### src/rtl/pipeline_out_fifo.sv
// First-word-fall-through FIFO that decouples the global-stall pipeline from its consumer.
// Optional back-pressure counter enabled by defining PIPELINE_OUT_FIFO_STALL_CNT_EN.
module pipeline_out_fifo #(
  parameter int DATA_WIDTH  = 32,
  parameter int DEPTH       = 8,
  parameter int AFULL_LEVEL = 6
) (
  input  logic                    clk,
  input  logic                    rst_n,
  input  logic [DATA_WIDTH-1:0]   u_data,
  input  logic                    u_valid,
  output logic                    u_ready,
  output logic [DATA_WIDTH-1:0]   d_data,
  output logic                    d_valid,
  input  logic                    d_ready,
  output logic [$clog2(DEPTH):0]  count,
  output logic                    almost_full,
  output logic [15:0]             stall_cnt
);

  localparam int AW = $clog2(DEPTH);
  localparam int PW = AW + 1;

  logic [PW-1:0]         r_wr_ptr;
  logic [PW-1:0]         r_rd_ptr;
  logic [DATA_WIDTH-1:0] r_mem [DEPTH];

  logic [AW-1:0] w_wr_addr;
  logic [AW-1:0] w_rd_addr;
  logic [PW-1:0] w_count;
  logic          w_empty;
  logic          w_full;
  logic          w_push;
  logic          w_pop;

  assign w_wr_addr = r_wr_ptr[AW-1:0];
  assign w_rd_addr = r_rd_ptr[AW-1:0];

  // The extra pointer MSB separates a full wrap from an empty FIFO.
  assign w_empty = (r_wr_ptr == r_rd_ptr);
  assign w_full  = (w_wr_addr == w_rd_addr) && (r_wr_ptr[AW] != r_rd_ptr[AW]);
  assign w_count = r_wr_ptr - r_rd_ptr;

  // u_ready depends only on registered pointers, keeping d_ready off the stall net.
  assign w_push = u_valid && !w_full;
  assign w_pop  = d_ready && !w_empty;

  always_ff @(posedge clk or negedge rst_n) begin
    if (!rst_n) begin
      r_wr_ptr <= '0;
      r_rd_ptr <= '0;
    end else begin
      if (w_push) r_wr_ptr <= r_wr_ptr + PW'(1);
      if (w_pop)  r_rd_ptr <= r_rd_ptr + PW'(1);
    end
  end

  always_ff @(posedge clk or negedge rst_n) begin
    if (!rst_n) begin
      for (int i = 0; i < DEPTH; i++) r_mem[i] <= '0;
    end else if (w_push) begin
      r_mem[w_wr_addr] <= u_data;
    end
  end

  assign u_ready     = !w_full;
  assign d_valid     = !w_empty;
  assign d_data      = r_mem[w_rd_addr];
  assign count       = w_count;
  assign almost_full = (w_count >= PW'(AFULL_LEVEL));

`ifdef PIPELINE_OUT_FIFO_STALL_CNT_EN
  logic [15:0] r_stall_cnt;

  // Saturating count of cycles where a word waits on the consumer.
  always_ff @(posedge clk or negedge rst_n) begin
    if (!rst_n) begin
      r_stall_cnt <= 16'h0000;
    end else if (!w_empty && !d_ready && (r_stall_cnt != 16'hFFFF)) begin
      r_stall_cnt <= r_stall_cnt + 16'h0001;
    end
  end

  assign stall_cnt = r_stall_cnt;
`else
  assign stall_cnt = 16'h0000;
`endif

endmodule

### config.mk
export PLATFORM = sky130hd
export DESIGN_NAME = pipeline_out_fifo
export DESIGN_NICKNAME = d
export VERILOG_FILES = /design/src/rtl/pipeline_out_fifo.sv
export SDC_FILE = /design/constraint.sdc
export NUM_CORES = 1
export LEC_CHECK = 0
export BUFFER_PORTS_ARGS = -buffer_cell sky130_fd_sc_hd__buf_2
export CORE_MARGIN = 2
export CORE_UTILIZATION = 36
export CTS_CLUSTER_DIAMETER = 100
export CTS_CLUSTER_SIZE = 25
export DETAILED_ROUTE_END_ITERATION = 16
export PLACE_DENSITY = 0.49
export SKIP_CTS_REPAIR_TIMING = 1
export SYNTH_ARGS = -nofsm -noshare
export SYNTH_HDL_FRONTEND = slang
export SYNTH_SLANG_ARGS = --single-unit
### constraint.sdc
create_clock -name clk -period 4.6 [get_ports clk]
set_clock_uncertainty 0.05 [all_clocks]
set_input_delay 0.46 -clock clk [delete_from_list [all_inputs] [get_ports clk]]
set_output_delay 0.46 -clock clk [all_outputs]
set_load 0.05 [all_outputs]
# Yosys cells after proc, flatten, opt, wreduce, memory -nomap -nowiden
# Cells that the tools add are included.
op_classes:
  bitwise_logic: 2
  n_eq_ne: 3
  n_addsub: 3
  mux: 6
  reduce_logical: 6
  magnitude_cmp: 4
ops:
  columns: ["cell", "count"]
  rows:
  - ["256-bit bitwise mux", 1]
  - ["32-bit binary-select mux with 3-bit select", 1]
  - ["32-bit demux with 3-bit select", 1]
  - ["32-bit two-way mux", 3]
  - ["4-bit by 1-bit adder with 4-bit output (second input constant)", 2]
  - ["4-bit greater-or-equal comparator (second input constant)", 2]
  - ["3-bit inverter with 4-bit output", 2]
  - ["4-bit equality test", 1]
  - ["4-bit by 3-bit greater-or-equal comparator with 1-bit output (second input constant)", 1]
  - ["1-bit logical AND", 4]
  - ["4-bit by 1-bit less-than comparator with 1-bit output (second input constant)", 1]
  - ["4-bit subtractor", 1]
  - ["3-bit equality test", 1]
  - ["1-bit zero test", 2]
  - ["1-bit inequality test", 1]
totals:
  out_inout_bits: 55
  reg_bits: 264
  word_cells: 34

# Longest topological paths before layout
# Gate-level depths: netlist of run 1.
logic_depth:
  depth_word: 6
  mapped_depth: 9
  mapped_depth_nobuf: 6

# Least setup slack after synthesis of run 1
# OpenSTA, ideal clock, no wires.
synth_path:
  kind: "register -> output"
  from: "register r_rd_ptr[1]"
  to: "output port almost_full"
  path_stages_with_launch: 8
  slack_ps: 1272
  arrival_ps: 2818
  cell_sequence: "dfrtp_1 -> buf_1 -> buf_1 -> inv_1 -> ha_1 -> nand3b_1 -> and3_2 -> o21ai_0"
synth_between:
  elab_chain_cells: 2
synth_lines:
  columns: ["element", "line", "source"]
  rows:
  - ["start: declaration", "25", "logic [PW-1:0] r_rd_ptr;"]
  - ["start signal: assignment", "54", "if (w_pop) r_rd_ptr <= r_rd_ptr + PW'(1);"]
  - ["4-bit subtractor", "42", "assign w_count = r_wr_ptr - r_rd_ptr;"]
  - ["4-bit by 3-bit greater-or-equal comparator with 1-bit output", "70", "assign almost_full = (w_count >= PW'(AFULL_LEVEL));"]
  - ["end: declaration", "17", "output logic almost_full,"]
# Every way passes these cells.

# Final worst setup path of run 1
layout_path:
  from: "register r_rd_ptr[0]"
  to: "output port d_data[2]"
layout_between:
  elab_chain_cells: 4
layout_lines:
  columns: ["element", "line", "source"]
  rows:
  - ["3-bit inverter with 4-bit output (implied by the code)", "68", "assign d_data = r_mem[w_rd_addr];"]
  - ["32-bit binary-select mux with 3-bit select", "68", null]
  - ["32-bit two-way mux (implied by the code) (2 in a row)", "68", null]
  - ["end: declaration", "13", "output logic [DATA_WIDTH-1:0] d_data,"]
# Every way passes these cells. The select of a mux whose other input is x is not followed.

==> results of run 1 <==
synthesized netlist by cell type (all sizes together), types with 2 or more instances:
library cell / count / area [um^2]
o21ai: 4 / 23.8
buf: 52 / 430
a211oi: 2 / 40.0
and3: 2 / 13.8
a21oi: 4 / 31.3
nand2: 100 / 375
inv: 6 / 22.5
nand3: 2 / 10.0
o211ai: 4 / 40.0
mux4: 64 / 1440
mux2: 258 / 3130
ha: 5 / 62.6
xnor2: 6 / 60.1
dfrtp: 264 / 6610
xor2: 3 / 45.1
clkbuf: 11 / 51.3
routing by layer:
layer  vias to the layer above  wire (um)
met3                        29        735
met5                         -         25
met4                         4        402
met1                      3566      12900
met2                        80      13200
li1                       2973          -
worst max-delay path by stage:
| stage | from | endpoint | cells after the start |
|---|---|---|---|
| 6_report | r_rd_ptr[0]$_DFFE_PN0P_ | d_data[2] | 5 |
| 5_1_grt | r_rd_ptr[0]$_DFFE_PN0P_ | d_data[31] | 5 |
| 4_1_cts | r_rd_ptr[0]$_DFFE_PN0P_ | d_data[2] | 5 |
| 3_5_place_dp | r_rd_ptr[0]$_DFFE_PN0P_ | d_data[2] | 5 |
| 3_3_place_gp | r_rd_ptr[0]$_DFFE_PN0P_ | d_data[31] | 5 |
| 2_1_floorplan | r_rd_ptr[1]$_DFFE_PN0P_ | almost_full | 7 |
metrics by stage:
stage / utilization, % / cell area (um^2) / hold WS, ns
3_5_place_dp: 38.4 / 13200 / 0.425
4_1_cts: 39.6 / 13600 / -0.0380
2_1_floorplan: - / 12600 / 0.114
6_report: 39.7 / 13600 / 0.240
3_3_place_gp: 38.4 / 13200 / 0.419
5_1_grt: 39.6 / 13600 / 0.237
state kept, by name, indices dropped and copies added, names as in the netlist:
register and cells:
r_rd_ptr 4, r_wr_ptr 4, r_mem 256
worst reg2reg max path, stage by stage, from the launching register on:
cell	delay, ns
dfrtp_4	0.80
ha_1	0.37
and3_1	0.33
a2111oi_4	0.40
buf_4	0.68
mux2_2	0.43
kinds of logic (layout without fill, tap and decap cells):
logic type,count (synthesis),count (layout),synth area share (%)
and+or+nand+nor,110,110,3.54
DFF,264,264,52.8
adders and majority gates,6,6,0.661
xor gates and xnor gates,9,9,0.841
buffers and inverters,69,116,4.03
other,1,17,0.0300
muxes,322,322,36.6
AOI/OAI and AO/OA,16,16,1.47
cell type report:
cell class	count	share of cell area, %
Antenna cell	1	0.0184
Clock buffer	18	2.91
Clock inverter	2	0.0918
Inverter	6	0.165
Multi-Input combinational cell	479	40.1
Sequential cell	264	48.5
Tap cell	455	4.18
Timing Repair Buffer	90	3.97
==> metrics.txt, run 1 <==
status=finished clean; final count of hold timing violations=0; min cycle time layout=3.66 ns; hold path endpoint=r_rd_ptr[2]$_DFFE_PN0P_; path depth of the worst reg2reg path=5; worst-path fanout max=42; delay-heaviest family, CP=buffers and inverters; most frequent cells in the layout=dfrtp_1 (261), mux2_2 (188), nand2_1 (100); Synth warnings=0; number of clock sinks=264; H-tree lvl count=1; Final #Nets=897; Max stage delay on crit path=0.80 ns; library cells used by synthesis=39; Seq/Total Area, Yosys=52.8%; Num CTS Buffers=14; Hold Crit Class=in2reg; Hold Path Stages=3; fin worst setup slack=0.939 ns; Slew HR=38.1%; later-pin clock latency in the skew report=0.49 ns; predominant post-synthesis flop cell=dfrtp_1; final setup vio count=0; vias in the first global route=7052; Worst Setup End Kind=primary output; register area=6620 um^2; Remaining DRCs=0; Via Count=6652; pre-CTS setup slack=1.34 ns; Sum Neg Setup Slack=0 ns; largest net degree at the start of global routing=95; Top Ports=91; gate count of the mapped netlist=797; row count=68; Final ANT Viol Nets=0; port bufs=74; vias per cell=5.06; Routability Congestion=0.676; FF-to-FF setup slack=1.44 ns; Detailed Route WL=27.3 mm; Cell Area, Synth=12500 um^2; placed cells=1293; Post-synth EDFFs=0; worst-margin pin slew=0.928 ns; die footprint=36200 um^2; Longest Clk Path Bufs=3; hold path start=d_ready; RR Startpoint=r_rd_ptr[0]$_DFFE_PN0P_; total gr overflow=0; syn_area_per_cell=15.7 um^2; ys async rst share=100%; Clk Tree Root Cell=clkbuf_16; GR Layer Usage met2=26.0%; WP data required=4.09 ns; worst r2r dst=r_mem[63]$_DFFE_PN0P_; first-pass GRT wire length=43.2 mm; Top Usage Layer GRT=met2; CP cell instances=buf_4, mux4_2, nand2_1, nand2_1, buf_2; GR Util met1=21.8%; CTS tree=done; DR WL/cell=20.8 um; Critical Path AT=3.15 ns; met3 usage=2.12%; max-cap violations=0; Core Area=34400 um^2; critical path class=reg2out; multi-input logic area=5470 um^2; fin. max-slew vios=0; Die Height=190 um; non-filler instance count after layout=1315; total track usage=15.5%; layout cells sized above 1=50.4%; # fillers=3253; clk slew on worst S/H paths=0.10 ns; CP max-delay cell=dfrtp_4; RSZ-0062 raised after global routing=false; most common cell after layout, fill and taps aside=dfrtp_1; most frequent cell on the critical path=nand2_1; die width=190 um; Max Freq=273 MHz; Initial Util=36.4%; Critical path buffers and inverters=2; Setup crit start kind=flip-flop; drt pass-1 iters=4; #FFs+latches synth=264; initial antenna violation count=3; hpwl dp=15.0 mm; P&R area growth vs syn=9.04%; period utilization=79.6%; initial DRC count=268
Power of run 1 is not shown: default switching activity piles up to over one toggle a cycle in this logic, so the estimate is an artifact.
==> run 2, diff against run 1 <==
Clock period 4.6 ns to 3.6 ns, I/O delays scaled along.
==> run 2 against run 1 <==
Against the previous run: global-route usage is 0.11 points higher; sequential share of layout area fell by 0.20 points; cell count decreased by 0.15%; via count fell by 0.47%; non-clock buffer count did not move; first-iteration DRC count is 3.7% higher; register-to-register slack worse by 0.75 ns; worst hold slack lost 0.10 ns; critical path type is now reg2reg; die area unchanged.
==> metrics.txt, run 2 (same netlist as run 1, synthesis figures left out) <==
Max Freq=344 MHz; later-pin clock latency in the skew report=0.49 ns (about the same); Slew HR=48.2% (+10 points); Setup crit start kind=flip-flop; min cycle time layout=2.91 ns; DR WL/cell=21.0 um (+1.1%); total gr overflow=0 (unchanged); most frequent cells in the layout=dfrtp_1 (261), mux2_2 (188), nand2_1 (100); Initial Util=36.4% (unchanged); Worst Setup End Kind=flip-flop; largest registers=r_mem (256), r_rd_ptr (4), r_wr_ptr (4); first-pass GRT wire length=43.8 mm (+1.3%); drt pass-1 iters=4 (unchanged); max-cap violations=0 (unchanged); max reg flops=256 (unchanged); Detailed Route WL=27.6 mm (+0.98%); vias per cell=5.04 (-0.31%); period utilization=80.8%; Num CTS Buffers=14 (unchanged); critical path class=reg2reg; WP data required=3.93 ns (-0.16 ns); Top Ports=91 (unchanged); DP Area=13300 um^2 (+0.47%); row count=68 (unchanged); Finished Cell Area=13700 um^2 (+0.41%); Routability Congestion=0.704 (+4.1%); die footprint=36200 um^2 (unchanged); die width=190 um (unchanged); Final ANT Viol Nets=0 (unchanged); Worst Setup SP=r_wr_ptr[0]$_DFFE_PN0P_; hpwl dp=15.2 mm (+1.7%); pre-CTS setup slack=0.698 ns (-0.645 ns); worst-path fanout max=32 (-24%); layout cells sized above 1=50.5% (+0.12 points); total track usage=15.7% (+0.11 points); Remaining DRCs=0 (unchanged); largest net degree at the start of global routing=116 (+22%); Final #Nets=897 (unchanged); worst-margin pin slew=0.778 ns (-0.150 ns); fin worst setup slack=0.691 ns (-0.248 ns); Critical Path AT=3.23 ns (+0.08 ns); initial antenna violation count=2 (-1); number of clock sinks=264 (unchanged); Core Area=34400 um^2 (unchanged); status=finished clean; Sum Neg Setup Slack=0 ns (unchanged); Biggest register=r_mem; initial DRC count=278 (+3.7%); Clk Tree Root Cell=clkbuf_16; final setup vio count=0 (unchanged); port bufs=74 (unchanged); H-tree lvl count=1 (unchanged); RSZ-0062 raised after global routing=false; most common cell after layout, fill and taps aside=dfrtp_1; Via Count=6621 (-0.47%); Die Height=190 um (unchanged); Hold Crit Class=in2reg; vias in the first global route=7158 (+1.5%); Longest Clk Path Bufs=3 (unchanged); hold path start=u_data[18]; P&R area growth vs syn=9.49%; clk slew on worst S/H paths=0.10 ns (about the same); RR Startpoint=r_wr_ptr[0]$_DFFE_PN0P_; CTS tree=done; Core Util, Final=39.8% (+0.16 points); fin. max-slew vios=0 (unchanged); final count of hold timing violations=0 (unchanged)
[run 2: metrics by stage]
stage,hold slack (ns),std cells
final,0.139,1313
after global routing,0.143,1312
after floorplan,0.0144,812
after global placement,0.283,1293
after detailed placement,0.273,1293
after CTS,-0.265,1311
[run 2: final timing paths]
path                                           to  slack (ns)  cells past startpoint
setup / recovery            r_mem[96]$_DFFE_PN0P_        0.69                      5
hold / removal             r_mem[210]$_DFFE_PN0P_        0.14                      2
setup reg to reg            r_mem[96]$_DFFE_PN0P_        0.69                      5
hold reg to reg            r_mem[158]$_DFFE_PN0P_        0.44                      1
max in group asynchronous   r_mem[74]$_DFFE_PN0P_        2.15                      3
min in group asynchronous  r_mem[246]$_DFFE_PN0P_        0.33                      2
[run 2: layout make-up]
cell class,count,area (um^2)
diodes,1,2.50
clock buffers,16,389
clock inverters,2,13.8
fillers,3250,20700
inverters,6,22.5
multi-input cells,479,5470
flip-flops and latches,264,6620
well taps,455,569
repair buffers,90,603
[run 2: metal layers]
metal / GRT usage (%) / vias up / part of all wire (%)
li1: - / 2954 / -
met1: 22.3 / 3571 / 48
met2: 26.1 / 73 / 48
met3: 2.01 / 21 / 2.5
met4: 2.50 / 2 / 1.2
met5: 0 / - / 0.025
[run 2: worst max-delay path, stage by stage (launching register included)]
cell	delay, ns
dfrtp_1	0.57
inv_1	0.10
ha_1	0.32
and3_1	0.53
a2111o_4	0.79
mux2_2	0.41
Power of run 2 is left out for the same reason.
